File: src/rtl/envelope_pkg.sv
// Shared types and constants for the ADSR envelope generator.
package envelope_pkg;

    typedef enum logic [2:0] {
        ENV_OFF     = 3'd0,
        ENV_ATTACK  = 3'd1,
        ENV_DECAY   = 3'd2,
        ENV_SUSTAIN = 3'd3,
        ENV_RELEASE = 3'd4
    } env_state_t;

    // Divisor exponent for the optional exponential release tail (acc >> 5).
    localparam int EXP_SHIFT = 5;

    function automatic logic [63:0] acc_max(input int bits);
        return (64'd1 << bits) - 64'd1;
    endfunction

endpackage

File: src/rtl/env_sat_step.sv
// Saturating add/sub of an operand into an accumulator; limit flags a clamp or an exact hit.
// Purely combinational, no backpressure.
module env_sat_step #(
    parameter int ACC_BITS = 16,
    parameter int OP_BITS  = 16
) (
    input  logic [ACC_BITS-1:0] acc,
    input  logic [OP_BITS-1:0]  op,
    input  logic                sub,
    output logic [ACC_BITS-1:0] result,
    output logic                limit
);
    import envelope_pkg::*;

    // One guard bit above the wider operand catches both carry-out and borrow.
    localparam int W = ((OP_BITS > ACC_BITS) ? OP_BITS : ACC_BITS) + 1;
    localparam logic [W-1:0]        MAX_X = W'(acc_max(ACC_BITS));
    localparam logic [ACC_BITS-1:0] MAX   = ACC_BITS'(acc_max(ACC_BITS));

    logic [W-1:0] acc_x;
    logic [W-1:0] op_x;
    logic [W-1:0] res_x;

    assign acc_x = W'(acc);
    assign op_x  = W'(op);
    assign res_x = sub ? (acc_x - op_x) : (acc_x + op_x);

    always_comb begin
        result = '0;
        limit  = 1'b0;
        if (sub) begin
            limit  = res_x[W-1] || (res_x == '0);
            result = res_x[W-1] ? '0 : res_x[ACC_BITS-1:0];
        end else begin
            limit  = (res_x >= MAX_X);
            result = limit ? MAX : res_x[ACC_BITS-1:0];
        end
    end

endmodule

File: src/rtl/envelope_generator.sv
// ADSR envelope: gate-driven five-state ramp, advances one step per tick; amplitude valid the clk after a tick.
// No backpressure. `ENVELOPE_EXP_RELEASE_EN selects an exponential-ish release tail instead of linear.
module envelope_generator #(
    parameter int ACC_BITS       = 16,
    parameter int RATE_BITS      = 16,
    parameter int AMPLITUDE_BITS = 8
) (
    input  logic                      clk,
    input  logic                      rst,
    input  logic                      tick,
    input  logic                      gate,
    input  logic [RATE_BITS-1:0]      attack_inc,
    input  logic [RATE_BITS-1:0]      decay_inc,
    input  logic [AMPLITUDE_BITS-1:0] sustain,
    input  logic [RATE_BITS-1:0]      release_inc,
    output logic [AMPLITUDE_BITS-1:0] amplitude,
    output logic                      busy
);
    import envelope_pkg::*;

    localparam logic [ACC_BITS-1:0] MAX = ACC_BITS'(acc_max(ACC_BITS));
`ifdef ENVELOPE_EXP_RELEASE_EN
    localparam int OP_BITS = ACC_BITS + 1;
`else
    localparam int OP_BITS = RATE_BITS;
`endif

    env_state_t            state;
    env_state_t            eff_state;
    logic [ACC_BITS-1:0]   acc;
    logic [ACC_BITS-1:0]   sus_acc;
    logic [ACC_BITS-1:0]   step_res;
    logic [OP_BITS-1:0]    step_op;
    logic                  step_sub;
    logic                  step_limit;
    logic                  gate_q;
    logic                  rise;

    assign sus_acc = ACC_BITS'(sustain) << (ACC_BITS - AMPLITUDE_BITS);
    assign rise    = gate && !gate_q;
    // A rising gate performs its first attack step on the same tick, from the current level.
    assign eff_state = rise ? ENV_ATTACK : state;

    always_comb begin
        step_sub = 1'b1;
        step_op  = '0;
        case (eff_state)
            ENV_ATTACK: begin
                step_sub = 1'b0;
                step_op  = OP_BITS'(attack_inc);
            end
            ENV_DECAY:   step_op = OP_BITS'(decay_inc);
`ifdef ENVELOPE_EXP_RELEASE_EN
            ENV_RELEASE: step_op = OP_BITS'(acc >> EXP_SHIFT) + OP_BITS'(release_inc);
`else
            ENV_RELEASE: step_op = OP_BITS'(release_inc);
`endif
            default: ;
        endcase
    end

    env_sat_step #(
        .ACC_BITS (ACC_BITS),
        .OP_BITS  (OP_BITS)
    ) u_step (
        .acc    (acc),
        .op     (step_op),
        .sub    (step_sub),
        .result (step_res),
        .limit  (step_limit)
    );

    always_ff @(posedge clk) begin
        if (rst) begin
            state  <= ENV_OFF;
            acc    <= '0;
            gate_q <= 1'b0;
        end else if (tick) begin
            gate_q <= gate;
            if (!gate && (state inside {ENV_ATTACK, ENV_DECAY, ENV_SUSTAIN})) begin
                state <= ENV_RELEASE;
            end else begin
                case (eff_state)
                    ENV_OFF: acc <= '0;
                    ENV_ATTACK: begin
                        state <= ENV_ATTACK;
                        if (attack_inc == '0) begin
                            acc   <= MAX;
                            state <= ENV_DECAY;
                        end else begin
                            acc <= step_res;
                            if (step_limit) state <= ENV_DECAY;
                        end
                    end
                    ENV_DECAY: begin
                        // An underflowing step saturates to 0, which always lands at or below sustain.
                        if (decay_inc == '0 || step_res <= sus_acc) begin
                            acc   <= sus_acc;
                            state <= ENV_SUSTAIN;
                        end else begin
                            acc <= step_res;
                        end
                    end
                    ENV_SUSTAIN: acc <= sus_acc;
                    ENV_RELEASE: begin
                        if (release_inc == '0) begin
                            acc   <= '0;
                            state <= ENV_OFF;
                        end else begin
                            acc <= step_res;
                            if (step_limit) state <= ENV_OFF;
                        end
                    end
                    default: begin
                        acc   <= '0;
                        state <= ENV_OFF;
                    end
                endcase
            end
        end
    end

    assign amplitude = acc[ACC_BITS-1 -: AMPLITUDE_BITS];
    assign busy      = (state != ENV_OFF);

endmodule

File: config.mk
export PLATFORM = sky130hd
export DESIGN_NAME = envelope_generator
export DESIGN_NICKNAME = d
export VERILOG_FILES = /design/src/rtl/envelope_pkg.sv /design/src/rtl/env_sat_step.sv /design/src/rtl/envelope_generator.sv
export SDC_FILE = /design/constraint.sdc
export NUM_CORES = 1
export LEC_CHECK = 0
export ABC_AREA = 1
export CORE_ASPECT_RATIO = 0.9
export CORE_MARGIN = 4
export CORE_UTILIZATION = 50
export DETAILED_ROUTE_END_ITERATION = 8
export GPL_TIMING_DRIVEN = 1
export HOLD_SLACK_MARGIN = 0.02
export PLACE_DENSITY = 0.81
export SETUP_SLACK_MARGIN = 0.02
export SYNTH_ARGS = -nofsm -noshare
export SYNTH_HDL_FRONTEND = slang
export SYNTH_HIERARCHICAL = 1
export SYNTH_SLANG_ARGS = --single-unit
export TNS_END_PERCENT = 10
File: constraint.sdc
create_clock -name clk -period 6 [get_ports clk]
set_input_delay 1.2 -clock clk [delete_from_list [all_inputs] [get_ports clk]]
set_output_delay 1.2 -clock clk [all_outputs]
set_load 0.005 [all_outputs]
==> metrics.md, run 1 <==
| Metric | Value |
|---|---|
| Critical Path Sink Type | flip-flop |
| Final worst path period share | 97.92% |
| Total area of multi-input combinational cells | 0.003561 mm^2 |
| Initial standard-cell utilization of the core | 51.84% |
| Worst setup skew after layout | 0.006999 ns |
| Non-Filler Cell Area, Final | 0.006364 mm^2 |
| Worst path most repeated cell | sky130_fd_sc_hd__nand2_1 |
| Synthesized area | 0.003950 mm^2 |
| Fill count | 447 |
| Number of synthesized flops with an enable pin | 0 |
| Required time at the endpoint of the critical path | 6.18 ns |
| Antenna violations before repair | 0 |
| Hold-fix buffers at CTS | 0 |
| #FFs+latches synth | 20 |
| Synthesized instance count | 698 |
| Total count of max-transition violations in the final report | 0 |
| Height of the chip | a little over 90 um |
| Share of post-route cells with drive strength above 1 | 36.44% |
| Cell family contributing the most delay on the critical path | simple AND/OR/NAND/NOR gates |
| Boundary pin count | 69 |
| Layout net count | 968 |
| Reg2Reg Setup Slack | 0.48 ns |
| Clock slew seen by the registers of the worst setup and hold paths | roughly 0.080 ns |
| Sinks on the clock net | 20 |
| Total nets after synthesis | 784 |
| Area growth syn-to-layout | 61.10% |
| Die width | 101.7 um |
| Total of endpoints with negative setup slack in the final report | 0 |
| WL per Instance | 17.40 um |
| Number of rows created at floorplan | 30 |
| Detail Route Antenna Nets | 0 |
| Sort of element at the start of the critical path | primary input |
| Data arrival time of the worst path | 6.05 ns |
| Fin Setup TNS | 0 ns |
| Clock root buffer master | sky130_fd_sc_hd__clkbuf_8 |
| FF-to-FF Start | state[0] |
| Critical register-to-register path endpoint | acc[3] |
| Mean Syn Cell Area | 5.659 um^2 |
| RD Place Congestion | 0.9725 |
| Number of design-rule violations left by the first detailed-router iteration | 445 |
| Maximum vdd drop | between 0.1 and 0.15 mV |
| Worst Tran Pin Value | roughly 1.0 ns |
| H-tree depth reported by CTS | 1 |
| Hold/Removal Path Class | flip-flop to flip-flop |
| Largest family of logic cells by synthesized area | simple AND/OR/NAND/NOR gates |
| Worst Path Max Fanout | 8 |
| Yosys cell types | 42 |
| Instance count after placement with tap cells included | between 900 and 1000 |
| Buffering stage count on the worst path with inverters included | 9 |
| Drt pass-1 iters | 6 |
| Largest net degree at the start of global routing | 24 |
| Number of max-cap violations | 0 |
| Crit path capture | acc[3] |
| Placed cell area | 0.005253 mm^2 |
| Via-to-Cell Ratio | 5.756 |
| TritonCTS clock tree | yes |
| R2R depth | 36 |
| Outcome | complete, no violations |
| Synth Area in Adders | ~8.4% |
| Xor/xnor share of the synthesized area | 3.104% |
| Library cell with the highest instance count after synthesis | sky130_fd_sc_hd__nand2_1 |
| Critical-path top delay cell | sky130_fd_sc_hd__o221ai_1 |
| Vias in the first global route | 5147 |
| DP Wirelength | 10510 um |
| Async set-or-reset flop fraction in the synthesized netlist | 0% |
| Leak pwr | 3.219 nW |
| Min Clock Period, post-route | 5.875 ns |
| Total count of hold-check failures in the final report | 0 |
| Area of the die | 0.009388 mm^2 |
| Warning count from the yosys run | 6 |
| Area of the core | roughly 0.0076 mm^2 |
| Crit Path Class | primary input to flip-flop |
| Hold slack | between 0.5 and 0.6 ns |
| Post-synthesis compound-gate area fraction | 14.06% |
| DRT Wirelength | approximately 17000 um |
| Ranking of synthesized cells by area | sky130_fd_sc_hd__nand2_1 (21%), sky130_fd_sc_hd__inv_1 (12%), sky130_fd_sc_hd__dfxtp_1 (10%) |
| Top achievable clock speed | 0.1702 GHz |
| Grt ovf | 0 |
| Critical Path Start | gate |
| Overall track demand over capacity in global routing | about 30% |
| Antenna diodes | 0 |
| Share of synthesized cell area in and, or, nand and nor gates | 47.13% |
| Multiplexer area fraction after synthesis | 0% |
| Remaining DRCs | 0 |
| Post-synth top area cell | sky130_fd_sc_hd__nand2_1 |
| Final setup margin | 0.1245 ns |
| CTS Buf Count | 3 |
| Worst path max stage delay | around 0.49 ns |
| Insertion delay to the later sink of the worst-skew pair | 0.27 ns |
| Leading cell types by count after synthesis | sky130_fd_sc_hd__nand2_1 (220), sky130_fd_sc_hd__inv_1 (130), sky130_fd_sc_hd__nand3_1 (52), sky130_fd_sc_hd__nor2_1 (52), sky130_fd_sc_hd__a21oi_1 (29) |
| Crit path depth | 37 |
| Relative slew slack | 30.88% |
| Global-route wire length before repair | 23020 um |
| Layout Cells excl Fill | 977 |
| Proportion of netlist area held by the largest area contributor | 20.91% |
| Area taken by flip-flops and latches | 400.4 um^2 |
| Pwr Density | 229.7 mW/mm^2 |
| Port Buf Inserts | 68 |
| Top FF cell, synth | sky130_fd_sc_hd__dfxtp_1 |
| Minimum setup slack after placement | -0.5951 ns |
| Portion of the post-synthesis area used by sequential elements | 10.14% |
| Total number of vias | 5624 |
| Max Buffers Root-to-Sink | 2 |
-- report_power, final --
group | total, mW | switching (mW) | leakage, nW | internal (mW)
Combinational | 1.19 | 0.650 | 3.03 | 0.545
Sequential | 0.154 | 0.0132 | 0.162 | 0.141
Clock | 0.113 | 0.0544 | 0.0288 | 0.0587
-- registers in the layout (all words and copies together) (netlist names) --
| register | cells |
|---|---|
| state | 3 |
| acc | 16 |
| gate_q | 1 |
-- cell type report --
| cell class | instances | share of cell area, % |
|---|---|---|
| repair buffers | 195 | 26.27 |
| flip-flops and latches | 20 | 6.292 |
| well taps | 96 | 1.888 |
| multi-input cells | 516 | 55.96 |
| inverters | 146 | 8.730 |
| clock buffers | 4 | 0.8651 |
-- worst min-delay path by stage --
| stage | from | depth (start not counted) | to | slack (ns) |
|---|---|---|---|---|
| final | state[2] | 2 | state[2] | 0.52 |
| after CTS | acc[0] | 2 | acc[0] | 0.51 |
| after detailed placement | acc[0] | 2 | acc[0] | 0.49 |
| after floorplan | acc[0] | 2 | acc[0] | 0.46 |
| after global placement | acc[14] | 2 | acc[14] | 0.48 |
| after global routing | state[2] | 2 | state[2] | 0.54 |
-- placed cells by master (no fill, tap or decap), drive strengths merged --
cell,synthesis,routed
o221ai,15,15
a21o,1,1
buf,14,127
nor3,9,9
inv,146,146
clkbuf,5,5
ha,25,25
o21ai,9,9
and2,1,1
nand3,61,62
nand2,250,251
or2,2,2
fa,1,1
dfxtp,20,20
xor2,12,12
o211ai,10,10
a21oi,37,37
nor2,62,63
xnor2,2,2
a31oi,2,2
nand4,9,9
clkdlybuf4s50,0,67
nand3b,4,4
nor4,1,1
-- stage by stage --
| stage | util [%] | power (mW) |
|---|---|---|
| global placement | 68.93 | 1.006 |
| floorplan | - | 0.6695 |
| CTS | 74.93 | 1.243 |
| detailed placement | 68.93 | 1.027 |
| finish | 83.51 | 1.462 |
| global route | 83.51 | 1.546 |
-- per-layer routing --
metal / vias up / part of all wire (%) / global-route usage, %
li1: 2547 / - / -
met1: 2494 / 35 / 35.83
met2: 444 / 47 / 51.80
met3: 139 / 8.9 / 3.690
met4: 0 / 8.5 / 14.17
met5: - / 0 / 0
-- repair_timing --
action | in CTS | in global routing
gates resized for setup | 37 | 111
setup endpoints to repair | 19 | 19
pin swaps | 27 | 62
gates cloned | 2 | 1
buffers inserted | 25 | 19
-- cells by family (layout without fill, tap and decap cells) --
group / after synthesis / after routing
and+or+nand+nor: 399 / 402
xor gates and xnor gates: 14 / 14
DFF: 20 / 20
buffers and inverters: 165 / 345
adders and majority gates: 26 / 26
AOI/OAI and AO/OA: 74 / 74
-- worst register-to-register path: cells and delay by family (launching register included) --
family                   cells  cell delay (ns)
buffers and inverters        9             0.97
adder cells (fa/ha/maj)      2             0.55
flip-flops                   1             0.44
AO/OA/AOI/OAI                5             1.22
XOR/XNOR                     1             0.24
AND/OR/NAND/NOR             19             1.99
Note: power is estimated with default switching activity, not from simulation.
==> run 2, diff against run 1 <==
Settings changed: MAX_ROUTING_LAYER from default to met4.
==> metrics.md, run 2 (same netlist as run 1, synthesis figures left out) <==
| Metric | Value |
|---|---|
| Required time at the endpoint of the critical path | 6.13 ns (was 6.18 ns) |
| Critical-path top delay cell | sky130_fd_sc_hd__ha_4 (was sky130_fd_sc_hd__o221ai_1) |
| DP Wirelength | 10530 um (was 10510 um) |
| Worst min-delay path startpoint | state[2] (unchanged) |
| Reg2Reg Setup Slack | 0.79 ns (was 0.48 ns) |
| Worst Path Max Fanout | 6 (was 8) |
| Sinks on the clock net | 20 (unchanged) |
| Hold-fix buffers at CTS | 0 (unchanged) |
| Via-to-Cell Ratio | 5.463 (was 5.756) |
| Buffering stage count on the worst path with inverters included | 9 (unchanged) |
| Worst Tran Pin Value | 1.029 ns (was 1.034 ns) |
| Worst path most repeated cell | sky130_fd_sc_hd__nand2_1 (unchanged) |
| Grt ovf | 0 (unchanged) |
| Largest net degree at the start of global routing | 24 (unchanged) |
| FF-to-FF Start | gate_q (was state[0]) |
| Remaining DRCs | 0 (unchanged) |
| Tot Pwr | 1.415 mW (was 1.462 mW) |
| Initial standard-cell utilization of the core | 51.84% (unchanged) |
| Worst Hold End | state[2] (unchanged) |
| Antenna violations before repair | 0 (unchanged) |
| Total count of max-transition violations in the final report | 0 (unchanged) |
| Final worst path period share | 99.11% (was 97.92%) |
| TritonCTS clock tree | yes (unchanged) |
| Number of rows created at floorplan | 30 (unchanged) |
| Top library cells by usage in the layout, fill and taps aside | sky130_fd_sc_hd__nand2_1 (188), sky130_fd_sc_hd__inv_1 (121), sky130_fd_sc_hd__buf_4 (109), sky130_fd_sc_hd__clkdlybuf4s50_1 (67), sky130_fd_sc_hd__nand2_2 (49) (was sky130_fd_sc_hd__nand2_1 (194), sky130_fd_sc_hd__inv_1 (120), sky130_fd_sc_hd__buf_4 (118), sky130_fd_sc_hd__clkdlybuf4s50_1 (67)) |
| Number of max-cap violations | 0 (unchanged) |
| Vias in the first global route | 4917 (was 5147) |
| Die width | 101.7 um (unchanged) |
| Maximum vdd drop | 0.09255 mV (was 0.1229 mV) |
| Global-route wire length before repair | 21570 um (was 23020 um) |
| DRT Wirelength | 15120 um (was 17000 um) |
| Minimum setup slack after placement | -0.5657 ns (was -0.5951 ns) |
| Fin Setup TNS | 0 ns (unchanged) |
| Insertion delay to the later sink of the worst-skew pair | 0.28 ns (was 0.27 ns) |
| Largest registers in the final layout | acc x16, state x3, gate_q x1 (unchanged) |
| Critical Path Start | gate (unchanged) |
| Final setup margin | 0.05362 ns (was 0.1245 ns) |
| Area of the die | 0.009388 mm^2 (unchanged) |
| Number of design-rule violations left by the first detailed-router iteration | 246 (was 445) |
| Flip-flop count of the largest register, all copies and words added | 16 (unchanged) |
| Layout net count | 952 (was 968) |
| Leak pwr | 3.117 nW (was 3.219 nW) |
| RD Place Congestion | 0.9714 (was 0.9725) |
| Area growth syn-to-layout | 55.21% (was 61.10%) |
| Sort of element at the start of the critical path | primary input (unchanged) |
| Cell family contributing the most delay on the critical path | simple AND/OR/NAND/NOR gates (unchanged) |
| Total count of hold-check failures in the final report | 0 (unchanged) |
| Antenna diodes | 0 (unchanged) |
| Fill count | 506 (was 447) |
| Clock slew seen by the registers of the worst setup and hold paths | 0.09 ns (was 0.08 ns) |
| Hold slack | 0.5072 ns (was 0.5245 ns) |
| Hold/Removal Path Class | flip-flop to flip-flop (unchanged) |
| Relative slew slack | 31.19% (was 30.88%) |
| Worst setup skew after layout | 0.009954 ns (was 0.006999 ns) |
| H-tree depth reported by CTS | 1 (unchanged) |
| Overall track demand over capacity in global routing | 28.94% (was 29.77%) |
| Worst path max stage delay | 0.30 ns (was 0.49 ns) |
| Detail Route Antenna Nets | 0 (unchanged) |
| Min Clock Period, post-route | 5.946 ns (was 5.875 ns) |
| Top achievable clock speed | 0.1682 GHz (was 0.1702 GHz) |
| Placed cell area | 0.005275 mm^2 (was 0.005253 mm^2) |
| Height of the chip | 92.32 um (unchanged) |
| Share of post-route cells with drive strength above 1 | 35.38% (was 36.44%) |
| Largest register by flop count | acc (unchanged) |
| Pwr Density | 230.8 mW/mm^2 (was 229.7 mW/mm^2) |
| Critical Path Sink Type | flip-flop (unchanged) |
| Area of the core | 0.007620 mm^2 (unchanged) |
| Outcome | complete, no violations (unchanged) |
| Max Buffers Root-to-Sink | 2 (unchanged) |
| Port Buf Inserts | 68 (unchanged) |
| Boundary pin count | 69 (unchanged) |
| Critical register-to-register path endpoint | acc[8] (was acc[3]) |
| WL per Instance | 15.73 um (was 17.40 um) |
| CTS Buf Count | 3 (unchanged) |
| R2R depth | 39 (was 36) |
| Non-Filler Cell Area, Final | 0.006131 mm^2 (was 0.006364 mm^2) |
| Total number of vias | 5250 (was 5624) |
| Most common cell after layout, fill and taps aside | sky130_fd_sc_hd__nand2_1 (unchanged) |
| Drt pass-1 iters | 7 (was 6) |
| Clock root buffer master | sky130_fd_sc_hd__clkbuf_8 (unchanged) |
| Data arrival time of the worst path | 6.08 ns (was 6.05 ns) |
| Hold Crit Depth | 2 (unchanged) |
| Crit Path Class | primary input to flip-flop (unchanged) |
| Total of endpoints with negative setup slack in the final report | 0 (unchanged) |
run 2: changes by cell type in the layout (fill, tap and decap cells not counted), moves of 4 or more:
cell and change:
sky130_fd_sc_hd__buf_4 -9, sky130_fd_sc_hd__nand2_1 -6, sky130_fd_sc_hd__buf_6 -5, sky130_fd_sc_hd__nand2_2 +5, sky130_fd_sc_hd__o221ai_4 -5, sky130_fd_sc_hd__nor2_4 -4, sky130_fd_sc_hd__o221ai_2 +4, sky130_fd_sc_hd__xor2_1 +4
sky130_fd_sc_hd__xor2_2 -4
run 2: where the power goes:
| group | internal, mW | switching (mW) |
|---|---|---|
| Combinational | 0.525 | 0.625 |
| Clock | 0.0587 | 0.0530 |
| Sequential | 0.141 | 0.0120 |
run 2: what timing repair did:
item,4_1_cts,5_1_grt
endpoints found under the setup margin,19,19
gates cloned,2,0
gates resized for setup,45,87
pin swaps,33,54
setup buffers,14,12
run 2: layout make-up:
class / instances / area, um^2 / area share [%]
Multi-Input combinational cell: 515 / 3462 / 56.47
Timing Repair Buffer: 180 / 1533 / 25.00
Inverter: 146 / 560.5 / 9.143
Sequential cell: 20 / 400.4 / 6.531
Tap cell: 96 / 120.1 / 1.959
Clock buffer: 4 / 55.05 / 0.8980
run 2: stage by stage:
step / std cells / util [%]
floorplan: 698 / -
finish: 961 / 80.46
global placement: 929 / 69.23
global route: 961 / 80.46
detailed placement: 929 / 69.23
CTS: 949 / 74.43
run 2: how the worst max path moves through the flow:
stage	endpoint	slack (ns)	cells past startpoint
floorplan	acc[11]	0.1	42
global placement	acc[10]	-0.42	45
detailed placement	acc[14]	-0.57	43
CTS	acc[14]	0.22	44
global route	acc[8]	-0.16	44
finish	acc[8]	0.05	41
run 2: routing by layer:
metal | routed length (um) | GRT usage (%)
met2 | 7534 | 51.74
met5 | 0 | -
met1 | 5762 | 34.14
met4 | 744 | 8.859
met3 | 1073 | 2.485
run 2: worst register-to-register path: cells and delay by family, from the launching register on:
kind	cells	cell delay, ns
compound gates	4	0.46
simple gates	25	2.54
xor+xnor	1	0.27
flops	1	0.45
fa+ha+maj	2	0.57
buf+inv	7	0.77
==> variant (config.mk and constraints of run 1) <==
Reset style: asynchronous (`rst`), changed in one clocked block.
--- a/src/rtl/envelope_generator.sv
+++ b/src/rtl/envelope_generator.sv
@@ -72,3 +72,3 @@
 
-    always_ff @(posedge clk) begin
+    always_ff @(posedge clk or posedge rst) begin
         if (rst) begin
Check against the original RTL: differs if rst is asserted again (counterexample within 4 cycles, from zero or initial values and one cycle with rst high); with rst held inactive, the same outputs for 4 cycles.
==> variant against run 1 <==
Area after synthesis shrank 3.3%; worst setup slack gained 0.21 ns; critical endpoint is now acc[10]$_DFFE_PP0P_; sequential cell count is the same; cell count shrank 1.8%; first-iteration DRC count grew 0.22%; wire length shrank 10%; via count shrank 6.0%; final area shrank 6.4%.
Power is not shown: default switching activity piles up to over one toggle a cycle in this logic, so the estimate is an artifact.
==> variant: results (changes against run 1) <==
Worst Hold Path EP acc[0]$_DFFE_PP0P_; Fin Hold WS 0.541 ns (+0.0166 ns); ranking of synthesized cells by area nand2_1 (25%), dfrtp_1 (13%), inv_1 (11%); area occupied by multi-input gates 0.00330 mm2 (-7.2%); via/cell ratio 5.51 (-4.2%); slowest cell on the critical path nor4_4; vias in the first global route 4,857 (-5.6%); cell count after synthesis 704 (+0.86%); Worst R2R Path Depth 39 (+8.3%); HP Start acc[0]$_DFFE_PP0P_; syn_nets 790 (+0.77%); total track usage 28.9% (-0.83 points); dpl ws -0.570 ns (+0.0247 ns); largest net degree at the start of global routing 21 (-13%); worst endpoint data arrival time 5.81 ns (-0.24 ns); detailed-route via count 5,288 (-6.0%); first-pass GRT wire length 21,800 um (-5.1%); TritonCTS Buffers 3 (unchanged); Post-synth ARST share 100% (+100 points); Worst-Margin Slew 0.839 ns (-0.195 ns); CP peak stage delay 0.27 ns (-0.22 ns); 1st-iter DRT viols 446 (+0.22%); reg2reg end acc[10]$_DFFE_PP0P_; NumNets Final 953 (-1.5%); Clock Skews 0.0123 ns (+0.00530 ns); status completed; Placed Instances 943 (+1.8%); Synth Flop Type dfrtp_1; register area share after synthesis 13.1% (+3.0 points); final worst slack 0.336 ns (+0.211 ns); drt total wl 15,200 um (-10%); placed cell areas 0.00522 mm2 (-0.57%); Reg2Reg Setup Slack 0.81 ns (+0.33 ns); Post-CTS Setup Repair Bufs 6 (-76%); Fill cells 439 (-1.8%); Cell variety after synth 36 (-14%); Synth top cells by count nand2_1 (252), inv_1 (108), nand3_1 (70)
==> variant: cell count changes after synthesis, sizes merged, moves of 3 or more <==
cell,before,now
nand4,9,6
nand2,250,280
dfxtp,20,0
nand3,61,73
a21oi,37,20
nor2,62,74
o221ai,15,0
o21ai,9,25
inv,146,122
dfrtp,0,20
==> variant: layout make-up <==
type	instances	area share, %
multi-input combinational	546	55.4
timing repair buffer	174	25.2
sequential	20	8.40
inverter	122	7.81
tap	93	1.95
clock buffer	3	0.693
clock inverter	1	0.504
==> variant: worst max-delay path: cells and delay by family <==
| kind | cells | cell delay, ns |
|---|---|---|
| simple gates | 28 | 2.72 |
| compound gates | 2 | 0.25 |
| fa+ha+maj | 2 | 0.50 |
| buf+inv | 10 | 0.94 |
| xor+xnor | 1 | 0.18 |
==> variant: worst max-delay path by stage <==
| stage | depth (start not counted) | to |
|---|---|---|
| after floorplan | 44 | acc[0]$_DFFE_PP0P_ |
| after global placement | 45 | acc[15]$_DFFE_PP0P_ |
| after detailed placement | 44 | acc[15]$_DFFE_PP0P_ |
| after CTS | 47 | acc[15]$_DFFE_PP0P_ |
| after global routing | 45 | acc[12]$_DFFE_PP0P_ |
| final | 43 | acc[10]$_DFFE_PP0P_ |
==> variant: cell families (layout without fill, tap and decap cells) <==
logic type	Yosys count	after routing	synth area share [%]
xor+xnor	14	14	3.21
fa+ha+maj	26	26	8.71
flops	20	20	13.1
compound gates	56	56	7.99
simple gates	449	450	52.2
buf+inv	139	300	14.8
==> variant: layer usage <==
metal / vias up / wire length (um) / track usage [%]
li1: 2504 / - / -
met1: 2349 / 5620 / 36.5
met2: 339 / 7270 / 50.3
met3: 96 / 1440 / 3.01
met4: 0 / 907 / 10.8
met5: - / 0 / 0
